`config.mk`:
```
export PLATFORM = sky130hd
export DESIGN_NAME = two_phase_clock_gen
export DESIGN_NICKNAME = d
export VERILOG_FILES = /design/src/rtl/two_phase_clock_gen_pkg.sv /design/src/rtl/two_phase_clock_gen_phase_timer.sv /design/src/rtl/two_phase_clock_gen.sv
export SDC_FILE = /design/constraint.sdc
export NUM_CORES = 1
export LEC_CHECK = 0
export ABC_AREA = 1
export CAP_MARGIN = 20
export CORE_ASPECT_RATIO = 0.6
export CORE_MARGIN = 4
export CORE_UTILIZATION = 39
export DETAILED_ROUTE_END_ITERATION = 10
export PLACE_DENSITY = 0.65
export SYNTH_ARGS = -nofsm -noshare
export SYNTH_HDL_FRONTEND = slang
export SYNTH_SLANG_ARGS = --single-unit
```
`constraint.sdc`:
```
create_clock -name CLK -period 2.1 [get_ports CLK]
set_input_delay 0.63 -clock CLK [delete_from_list [all_inputs] [get_ports CLK]]
set_output_delay 0.63 -clock CLK [all_outputs]
set_load 0.03 [all_outputs]
```
`src/rtl/two_phase_clock_gen_pkg.sv`:
```
// Shared types and constants for the two-phase clock generator.
// The state encoding and MODE values are used by the top-level FSM.
package two_phase_clock_pkg;

  typedef enum logic [2:0] {
    S_IDLE,
    S_P1,
    S_G12,
    S_P2,
    S_G21
  } state_t;

  localparam logic [1:0] MODE_RUN  = 2'b00;
  localparam logic [1:0] MODE_STOP = 2'b01;
  localparam logic [1:0] MODE_STEP = 2'b10;

endpackage

```
`src/rtl/two_phase_clock_gen_phase_timer.sv`:
```
// Loadable down-counter with a zero flag.
// It times every phase and every gap of the clock generator.
module phase_timer #(
  parameter int DIV_W = 8
) (
  input  logic             clk,
  input  logic             rst_n,
  input  logic             load,
  input  logic [DIV_W-1:0] load_val,
  output logic [DIV_W-1:0] count,
  output logic             zero
);

  // The counter stops at zero and waits there until the next load.
  always_ff @(posedge clk) begin
    if (!rst_n) begin
      count <= '0;
    end else if (load) begin
      count <= load_val;
    end else if (count != '0) begin
      count <= count - DIV_W'(1);
    end
  end

  assign zero = (count == '0);

endmodule

```
`src/rtl/two_phase_clock_gen.sv`:
```
// Two-phase non-overlapping clock generator with run, stop and single-step modes.
// Every output is registered from the next-state value, so no input reaches an output combinationally.
module two_phase_clock_gen
  import two_phase_clock_pkg::*;
#(
  parameter int DIV_W  = 8,
  parameter int DEAD_W = 4
) (
  input  logic              CLK,
  input  logic              RST_N,
  input  logic [1:0]        MODE,
  input  logic              STEP,
  input  logic [DIV_W-1:0]  DIV,
  input  logic [DEAD_W-1:0] DEAD,
  output logic              PHI1,
  output logic              PHI2,
  output logic              PHI1_START,
  output logic              PHI2_END,
  output logic              IDLE
);

  state_t              st, nxt;
  logic [DIV_W-1:0]    div_q;
  logic [DEAD_W-1:0]   dead_q;
  logic [DEAD_W-1:0]   dead_dec;
  logic [DIV_W-1:0]    in_div_m1, div_m1, dead_m1;
  logic [DIV_W-1:0]    load_val, count;
  logic                load, zero, start, end_cycle, nxt_zero;

  assign in_div_m1 = (DIV == '0) ? '0 : DIV - DIV_W'(1);
  assign div_m1    = (div_q == '0) ? '0 : div_q - DIV_W'(1);
  assign dead_dec  = dead_q - DEAD_W'(1);
  assign dead_m1   = DIV_W'(dead_dec);

  phase_timer #(.DIV_W(DIV_W)) u_timer (
    .clk      (CLK),
    .rst_n    (RST_N),
    .load     (load),
    .load_val (load_val),
    .count    (count),
    .zero     (zero)
  );

  // MODE is only consulted at cycle boundaries, so a mode change never cuts a phase short.
  always_comb begin
    nxt       = st;
    load      = 1'b0;
    load_val  = '0;
    start     = 1'b0;
    end_cycle = 1'b0;
    case (st)
      S_IDLE: start = (MODE == MODE_RUN) || ((MODE == MODE_STEP) && STEP);
      S_P1: begin
        if (zero) begin
          load = 1'b1;
          if (dead_q != '0) begin
            nxt      = S_G12;
            load_val = dead_m1;
          end else begin
            nxt      = S_P2;
            load_val = div_m1;
          end
        end
      end
      S_G12: begin
        if (zero) begin
          nxt      = S_P2;
          load     = 1'b1;
          load_val = div_m1;
        end
      end
      S_P2: begin
        if (zero) begin
          if (dead_q != '0) begin
            nxt      = S_G21;
            load     = 1'b1;
            load_val = dead_m1;
          end else begin
            end_cycle = 1'b1;
          end
        end
      end
      S_G21:   end_cycle = zero;
      default: nxt = S_IDLE;
    endcase
    if (end_cycle) begin
      if (MODE == MODE_RUN) start = 1'b1;
      else                  nxt   = S_IDLE;
    end
    if (start) begin
      nxt      = S_P1;
      load     = 1'b1;
      load_val = in_div_m1;
    end
  end

  // PHI2_END looks ahead: it flags the P2 cycle in which the timer will read zero.
  assign nxt_zero = load ? (load_val == '0) : (count <= DIV_W'(1));

  always_ff @(posedge CLK) begin
    if (!RST_N) begin
      st         <= S_IDLE;
      div_q      <= '0;
      dead_q     <= '0;
      PHI1       <= 1'b0;
      PHI2       <= 1'b0;
      PHI1_START <= 1'b0;
      PHI2_END   <= 1'b0;
      IDLE       <= 1'b1;
    end else begin
      st <= nxt;
      if (start) begin
        div_q  <= DIV;
        dead_q <= DEAD;
      end
      PHI1       <= (nxt == S_P1);
      PHI2       <= (nxt == S_P2);
      PHI1_START <= (nxt == S_P1) && (st != S_P1);
      PHI2_END   <= (nxt == S_P2) && nxt_zero;
      IDLE       <= (nxt == S_IDLE);
    end
  end

endmodule

```
==> results of run 1 <==
## per-layer routing
layer	global-route usage	wire length, microns
met1	0.2455	2658
met3	0.03528	336
met2	0.2139	1911
met5	0	0
met4	0.02017	19
## worst max-delay path by stage
stage                                  end  cells after the start  slack, ns
after CTS                 u_timer.count[4]                     11       0.06
after global placement            PHI2_END                     12      -0.19
after floorplan                   PHI2_END                     10       0.25
final                             PHI2_END                     12       0.09
after global routing              PHI2_END                     12      -0.01
after detailed placement  u_timer.count[4]                     11      -0.22
## cells in the mapped netlist, types with 2 or more instances
| cell | count |
|---|---|
| nand2_4 | 2 |
| nand3_1 | 21 |
| inv_2 | 3 |
| nand4_1 | 7 |
| nor2_1 | 45 |
| nand2_1 | 64 |
| a31oi_1 | 3 |
| inv_1 | 38 |
| a21oi_1 | 22 |
| nor3b_2 | 2 |
| nor3_2 | 2 |
| nand2_2 | 5 |
| nand3_2 | 5 |
| xor2_1 | 12 |
| nor3_1 | 4 |
| xnor2_1 | 2 |
| ha_1 | 8 |
| nor2_4 | 2 |
| nor2_2 | 2 |
| dfxtp_1 | 28 |
| o21ai_0 | 16 |
| o21ai_1 | 3 |
| buf_2 | 2 |
## kinds of logic after synthesis
group                    after synthesis  share of synthesized area
flip-flops                            28                     0.2777
XOR/XNOR                              14                    0.06076
buffers and inverters                 47                    0.09795
AO/OA/AOI/OAI                         46                     0.1197
adder cells (fa/ha/maj)                8                    0.04960
AND/OR/NAND/NOR                      164                     0.3943
## critical path, stage by stage
cell             delay [ns]
clkdlybuf4s50_1        0.42
inv_1                  0.08
ha_2                   0.20
nand3_2                0.12
nor2_1                 0.11
buf_4                  0.15
nor2_1                 0.05
nand2_1                0.07
nand2_1                0.06
nor2_1                 0.11
nand2_1                0.08
nor3_2                 0.14
## state kept, by name, indices dropped and copies added, names as in the netlist
signal and cells:
dead_q 4, st 3, PHI1 1, u_timer.count 8
PHI1_START 1, PHI2_END 1, IDLE 1, PHI2 1
div_q 8
## power groups by stage
stage,sequential [uW],combinational (uW),clock [uW]
floorplan,757,1100,0
global placement,742,1420,0
detailed placement,745,1410,0
CTS,734,1420,352
global route,749,1590,370
finish,736,1430,344
## layout make-up
| class | count | area [sq um] |
|---|---|---|
| Fill cell | 475 | 2302 |
| Multi-Input combinational cell | 232 | 1275 |
| Sequential cell | 28 | 560.5 |
| Timing Repair Buffer | 40 | 352.8 |
| Inverter | 41 | 153.9 |
| Tap cell | 63 | 78.83 |
| Clock buffer | 4 | 55.05 |
## cell usage in the layout (no fill, tap or decap), types with 12 or more instances in the layout
| master | n |
|---|---|
| dfxtp_1 | 28 |
| nand3_1 | 19 |
| o21ai_0 | 16 |
| nand2_1 | 64 |
| clkdlybuf4s50_1 | 21 |
| xor2_1 | 12 |
| a21oi_1 | 22 |
| nor2_1 | 44 |
| inv_1 | 38 |
| buf_4 | 19 |
## stage by stage
step	hold slack [ns]	std cells
after global placement	0.4964	404
final	0.5231	408
after global routing	0.5379	408
after detailed placement	0.4970	404
after floorplan	0.4693	307
after CTS	0.5117	408
==> impl_metrics.ini, run 1 <==
[route]
vias = 1979
wl_per_cell_microns = 12.07
ant_nets = 0
drt_iter0_drc = 93
drcViolationCount = 0
drt_wl_total_microns = 4924
vias_per_cell = 4.850
firstDrtPassIters = 5

[sta]
setup_violations = 0
worst_pin_slew_ns = 0.3802
slew_headroom = 0.7462
finClkSkew_ns = 0.004259
setup_tns_ns = 0
slew_viol_final = 0
hold_violations = 0
setup_ws_ns = 0.09414
finalCriticalPeriod_ns = 2.006
fin_crit_sh = 0.9552
max_freq_mhz = 498.5

[cells_and_area]
final_nets = 371
drive_gt1_frac = 0.1507
syn2layout_area_growth_pct = 22.69
antenna_cells = 0
finalInstanceArea_sq_um = 2476
utilization = 0.5182

[die]
die_h_microns = 63.72
io_pins = 22
die-area_sq_um = 6427
die-width_microns = 100.9
start_util = 0.4224
core_area_sq_um = 4778
rows = 19

[logic_synthesis]
synth_cells = 307
yosys.area.top_type = dfxtp_1
avgSynthCellArea_sq_um = 6.574
synth_area_leaders = dfxtp_1 28%, nand2_1 12%, nor2_1 8.4%, inv_1 7.1%, a21oi_1 5.5%
synth_ff_type = dfxtp_1
synth_area_sq_um = 2018
synth_fp_nets = 332
ys_seq_elements = 28
synth_cell_types = 32
async_reset_ff_frac = 0
ys_seq_area_frac = 0.2777
yosysTopAreaCellShare = 0.2777
yosysWarnings = 0
synth_edf_count = 0

[critical_path]
cp_max_fo = 7
startpoint_type = input pin
setup.worst_path.start = DIV[0]
critical_path_class = in -> reg
worstReg2RegEnd = PHI2_END
arrival_ns = 2.22
ff2ff_path_depth = 10
cp.required_ns = 2.31
end_kind = register
r2r_start = u_timer.count[0]
r2r_slack_ns = 0.16

[pwr]
switching_power_uw = 1148
power.density_nw_per_um2 = 1014
finalPower_uw = 2512
clockPowerShare = 0.137
intPower_uw = 1364
combPwrFrac = 0.570
switching_share = 0.4570
power.leakage_uw = 0.001193
vdd_drop_max_uv = 389.8
seqPwrFrac = 0.293

[clock_tree]
cts_sinks = 28
root_buffer = clkbuf_8
hold_buffers = 0
ctsResizeCount = 0
path_clk_slew_ns = 0.10
cts_max_path_buffers = 2
h-tree-depth = 1
cts_buffers = 3
cts_setup_buffers = 0
insertion_delay_ns = 0.28
cts_tree = done

[placement]
pre_cts_ws_ns = -0.2214
place.gp.congestion = 0.8879
dp_hpwl_microns = 3881
placed_area_sq_um = 2406
io_buffer_count = 21

[hold_path]
hold-path-cell-count = 2
hold_end = u_timer.count[1]
hp-start = u_timer.count[1]
hold_path_class = reg -> reg

[global_route]
antenna_found_initial = 0
grt.total_usage = 0.1550
grt-ovfl-total = 0
grt_first_pass_wirelength_microns = 8038
grt_pass1_vias = 1735
grt_max_degree = 25

[status]
status = complete, no violations

[flow_run]
cap_violations = 0
Note: power is estimated with default switching activity, not from simulation.
==> run 2: changes to the inputs <==
Settings changed: CAP_MARGIN 20 to unset, CORE_UTILIZATION 39 to 58, CTS_BUF_LIST set to sky130_fd_sc_hd__clkbuf_8, PLACE_DENSITY 0.65 to 0.88.
==> run 2 against run 1 <==
Final cell count shrank 5.4%. Clock-buffer cell count unchanged. Sequential power barely moved. Clock skew about the same. Sequential share of layout area grew 0.21 points.
==> impl_metrics.ini, run 2 (synthesized netlist as in run 1, its figures left out) <==
[route]
drt_wl_total_microns = 5190
drt_iter0_drc = 301
vias_per_cell = 5.415
firstDrtPassIters = 6
drcViolationCount = 0
vias = 2090
wl_per_cell_microns = 13.45
ant_nets = 0

[global_route]
grt-ovfl-total = 0
grt_max_degree = 23
antenna_found_initial = 0
grt_first_pass_wirelength_microns = 8935
grt_pass1_vias = 1918
grt.total_usage = 0.2492

[status]
status = complete, no violations

[cells_and_area]
top_regs = div_q: 8 flops, u_timer.count: 8 flops, dead_q: 4 flops
syn2layout_area_growth_pct = 21.57
utilization = 0.7428
final_cell_mix = 64 x nand2_1, 44 x nor2_1, 37 x inv_1, 28 x dfxtp_1, 22 x a21oi_1
drive_gt1_frac = 0.1408
final_nets = 367
antenna_cells = 0
layout_commonest_cell = nand2_1

[critical_path]
cp.required_ns = 2.32
cpMostUsedCell = nand2_1
cp_slowest_cell = clkdlybuf4s50_1
end_kind = register
critical_path_class = in -> reg
crit_path_max_incr_delay_ns = 0.42
startpoint_type = input pin
setup.worst_path.start = DIV[1]
r2r_slack_ns = 0.14
arrival_ns = 2.19
worst-path-buf-inv = 3
crit_chain = clkdlybuf4s50_1, inv_1, ha_2, nand3_4, nor2_2, buf_4, nor2_1, nand2_1, nand2_1, nor2_1, nand2_1, nor3_2
cp_top_family = simple AND/OR/NAND/NOR gates
ff2ff_path_depth = 10
cp_max_fo = 7
cp_num_cells = 12
worstReg2RegEnd = u_timer.count[4]
crit_end = PHI2_END
r2r_start = u_timer.count[0]

[clock_tree]
root_buffer = clkbuf_8
cts_setup_buffers = 0
cts_buffers = 3
insertion_delay_ns = 0.28
cts_max_path_buffers = 2
h-tree-depth = 1
path_clk_slew_ns = 0.10
cts_sinks = 28
cts_tree = done

[pwr]
combPwrFrac = 0.581
switching_power_uw = 1195
power.leakage_uw = 0.001185
seqPwrFrac = 0.285
switching_share = 0.4653
power.density_nw_per_um2 = 1047
intPower_uw = 1374
clockPowerShare = 0.134
vdd_drop_max_uv = 872.1

[die]
core_area_sq_um = 3303
die-width_microns = 84.16
start_util = 0.6110
rows = 16
die_h_microns = 53.69
die-area_sq_um = 4518
io_pins = 22

[sta]
finalCriticalPeriod_ns = 1.972
setup_tns_ns = 0
max_freq_mhz = 507.0
slew_headroom = 0.7830
hold_violations = 0
finClkSkew_ns = 0.004003
slew_viol_final = 0
rsz0062_at_grt = false
setup_violations = 0
worst_pin_slew_ns = 0.3251
fin_crit_sh = 0.9391

[flow_run]
cap_violations = 0

[placement]
dp_hpwl_microns = 3879
io_buffer_count = 21
place.gp.congestion = 0.9466

[hold_path]
hold_path_class = reg -> reg
[run 2: changes by cell type in the layout (fill, tap and decap cells not counted), sizes merged]
cell           delta
buf               -4
clkdlybuf4s50     -1
dlymetal6s2s      +1
[run 2: worst register-to-register path, stage by stage (launching register included)]
cell     delay, ns
dfxtp_1       0.35
inv_1         0.14
ha_1          0.21
nand2_4       0.08
nor2_8        0.26
nand3_1       0.23
nand2_1       0.13
nor2_2        0.06
buf_12        0.14
nand2_1       0.08
nor3b_1       0.21
[run 2: power groups by stage]
stage | Sequential, uW | Combinational (uW) | Clock [uW]
floorplan | 757 | 1100 | 0
detailed placement | 742 | 1440 | 0
global placement | 737 | 1410 | 0
CTS | 730 | 1460 | 342
global route | 748 | 1670 | 372
finish | 733 | 1490 | 344
[run 2: final cells by class]
type	instances	area, sq um
timing repair buffer	36	350.3
inverter	41	153.9
tap	45	56.30
clock buffer	4	55.05
fill	267	849.6
multi-input combinational	232	1277
sequential	28	560.5
[run 2: what timing repair did]
action / CTS / global route
setup endpoints to repair: 1 / 8
hold buffers: 0 / 0
resized for setup: 1 / 5
[run 2: worst min path at each step]
stage                      from               end  slack [ns]  cells after the start
5_1_grt                div_q[7]          div_q[7]        0.55                      2
4_1_cts        u_timer.count[1]  u_timer.count[1]        0.52                      2
2_1_floorplan          div_q[2]          div_q[2]        0.47                      2
3_5_place_dp   u_timer.count[1]  u_timer.count[1]        0.50                      2
3_3_place_gp           div_q[7]          div_q[7]        0.49                      2
6_report       u_timer.count[1]  u_timer.count[1]        0.53                      2
[run 2: per-layer routing]
metal / routed length, microns / global-route usage / share of wire
met3: 446 / 0.05505 / 0.086
met4: 91 / 0.04545 / 0.018
met5: 0 / 0 / 0
met1: 2394 / 0.3376 / 0.46
met2: 2257 / 0.4175 / 0.43
[run 2: per-stage QoR]
| step | instances | cell area, sq um | power (uW) | hold WS [ns] | setup slack [ns] |
|---|---|---|---|---|---|
| after global routing | 386 | 2454 | 2785 | 0.5478 | 0.003812 |
| after CTS | 386 | 2439 | 2536 | 0.5184 | 0.04123 |
| after floorplan | 307 | 2018 | 1853 | 0.4693 | 0.2499 |
| after detailed placement | 382 | 2379 | 2187 | 0.5045 | -0.2842 |
| after global placement | 382 | 2379 | 2144 | 0.4886 | -0.2086 |
| final | 386 | 2454 | 2569 | 0.5267 | 0.1278 |
==> run 3: changes to the inputs <==
Clock period 2.1 ns to 2.2 ns, I/O delays scaled along.
==> run 3 against run 2 <==
Combinational power is 7% lower. Non-clock buffer count is 2 lower. First-iteration DRC count down 21%. Sequential power is 4.5% lower. Register-to-register slack gained 0.05 ns. Core utilization shrank 1.5 points.
==> impl_metrics.ini, run 3 (synthesized netlist as in run 1, its figures left out) <==
[placement]
place.gp.congestion = 0.9360
dp_cells = 380
dp_hpwl_microns = 3815
io_buffer_count = 21

[sta]
setup_tns_ns = 0
slew_viol_final = 0
finClkSkew_ns = 0.005028
worst_pin_slew_ns = 0.3598
finalCriticalPeriod_ns = 2.051
fin_crit_sh = 0.9322
max_freq_mhz = 487.6
setup_violations = 0
slew_headroom = 0.7598
rsz0062_at_grt = false
hold_violations = 0

[clock_tree]
cts_sinks = 28
cts_setup_buffers = 0
cts_tree = done
h-tree-depth = 1
hold_buffers = 0
insertion_delay_ns = 0.28
path_clk_slew_ns = 0.10
root_buffer = clkbuf_8
cts_buffers = 3
cts_max_path_buffers = 2

[critical_path]
startpoint_type = input pin
end_kind = register
critical_path_class = in -> reg
cp.required_ns = 2.41
arrival_ns = 2.26
cp_max_fo = 7

[pwr]
power.leakage_uw = 0.001158
vdd_drop_max_uv = 773.8
power.density_nw_per_um2 = 1000

[global_route]
grt-ovfl-total = 0
grt_max_degree = 24
grt.total_usage = 0.2219
grt_first_pass_wirelength_microns = 8017
grt_pass1_vias = 1742
antenna_found_initial = 0

[cells_and_area]
antenna_cells = 0
final_cell_mix = 64 x nand2_1, 44 x nor2_1, 37 x inv_1, 28 x dfxtp_1, 22 x a21oi_1
drive_gt1_frac = 0.1357
fillCellCount = 291
multi_input_area_sq_um = 1270
top_regs = div_q: 8 flops, u_timer.count: 8 flops, dead_q: 4 flops
ff_latch_area_sq_um = 560.5
final_nets = 365
layout_commonest_cell = nand2_1
syn2layout_area_growth_pct = 19.10
fin_cells = 384

[flow_run]
cap_violations = 0

[route]
drt_iter0_drc = 239
drcViolationCount = 0
wl_per_cell_microns = 12.66
firstDrtPassIters = 7
vias = 2047
ant_nets = 0
vias_per_cell = 5.331
drt_wl_total_microns = 4861

[die]
die_h_microns = 53.69
die-width_microns = 84.16
start_util = 0.6110
io_pins = 22
core_area_sq_um = 3303
rows = 16
die-area_sq_um = 4518

[status]
status = complete, no violations

[hold_path]
hold_path_class = reg -> reg
==> run 3: area by class of cell <==
class | instances | share of cell area
Clock buffer | 4 | 0.02290
Inverter | 41 | 0.06403
Multi-Input combinational cell | 232 | 0.5284
Sequential cell | 28 | 0.2332
Tap cell | 45 | 0.02343
Timing Repair Buffer | 34 | 0.1281
==> run 3: power breakdown <==
| part | internal (uW) | switching, uW | total, uW |
|---|---|---|---|
| clock network | 160 | 166 | 326 |
| logic | 508 | 871 | 1380 |
| registers | 621 | 78.9 | 700 |
==> run 3: routing by layer <==
layer,GRT usage,vias to the layer above,part of all wire
met2,0.3652,79,0.42
met1,0.3119,908,0.50
met4,0.03743,0,0.0086
met3,0.03976,7,0.071
met5,0,-,0
li1,-,1053,-
==> run 3: worst max-delay path, cell delays in order <==
cell and delay (ns):
clkdlybuf4s50_1 0.43, inv_2 0.08, ha_2 0.19, nand3_2 0.12, nor2_1 0.11, buf_4 0.15
nor2_1 0.05, nand2_1 0.06, nand2_1 0.08, nor2_2 0.12, nand2_1 0.08, nor3_2 0.14
==> run 3: what timing repair did <==
| item | in CTS | in global routing |
|---|---|---|
| resized for setup | 0 | 4 |
| hold endpoints to repair | 0 | 0 |
| setup endpoints to repair | 0 | 3 |
==> run 3: worst paths after layout <==
path	start	to	slack, ns	depth (start not counted)
max	DIV[0]	PHI2_END	0.15	12
min	u_timer.count[1]	u_timer.count[1]	0.52	2
max reg2reg	u_timer.count[0]	u_timer.count[7]	0.19	10
min reg2reg	u_timer.count[1]	u_timer.count[1]	0.52	2
==> run 3: stage by stage <==
stage               worst slack (ns)  area, sq um  utilization  hold slack [ns]  power [uW]
floorplan                     0.3199         2018            -           0.4693        1769
global placement             -0.1339         2338       0.7080           0.4996        2022
detailed placement           -0.1836         2338       0.7080           0.5063        2055
CTS                          0.07855         2394       0.7246           0.5207        2385
global route                0.001835         2404       0.7277           0.5406        2600
finish                        0.1492         2404       0.7277           0.5175        2404
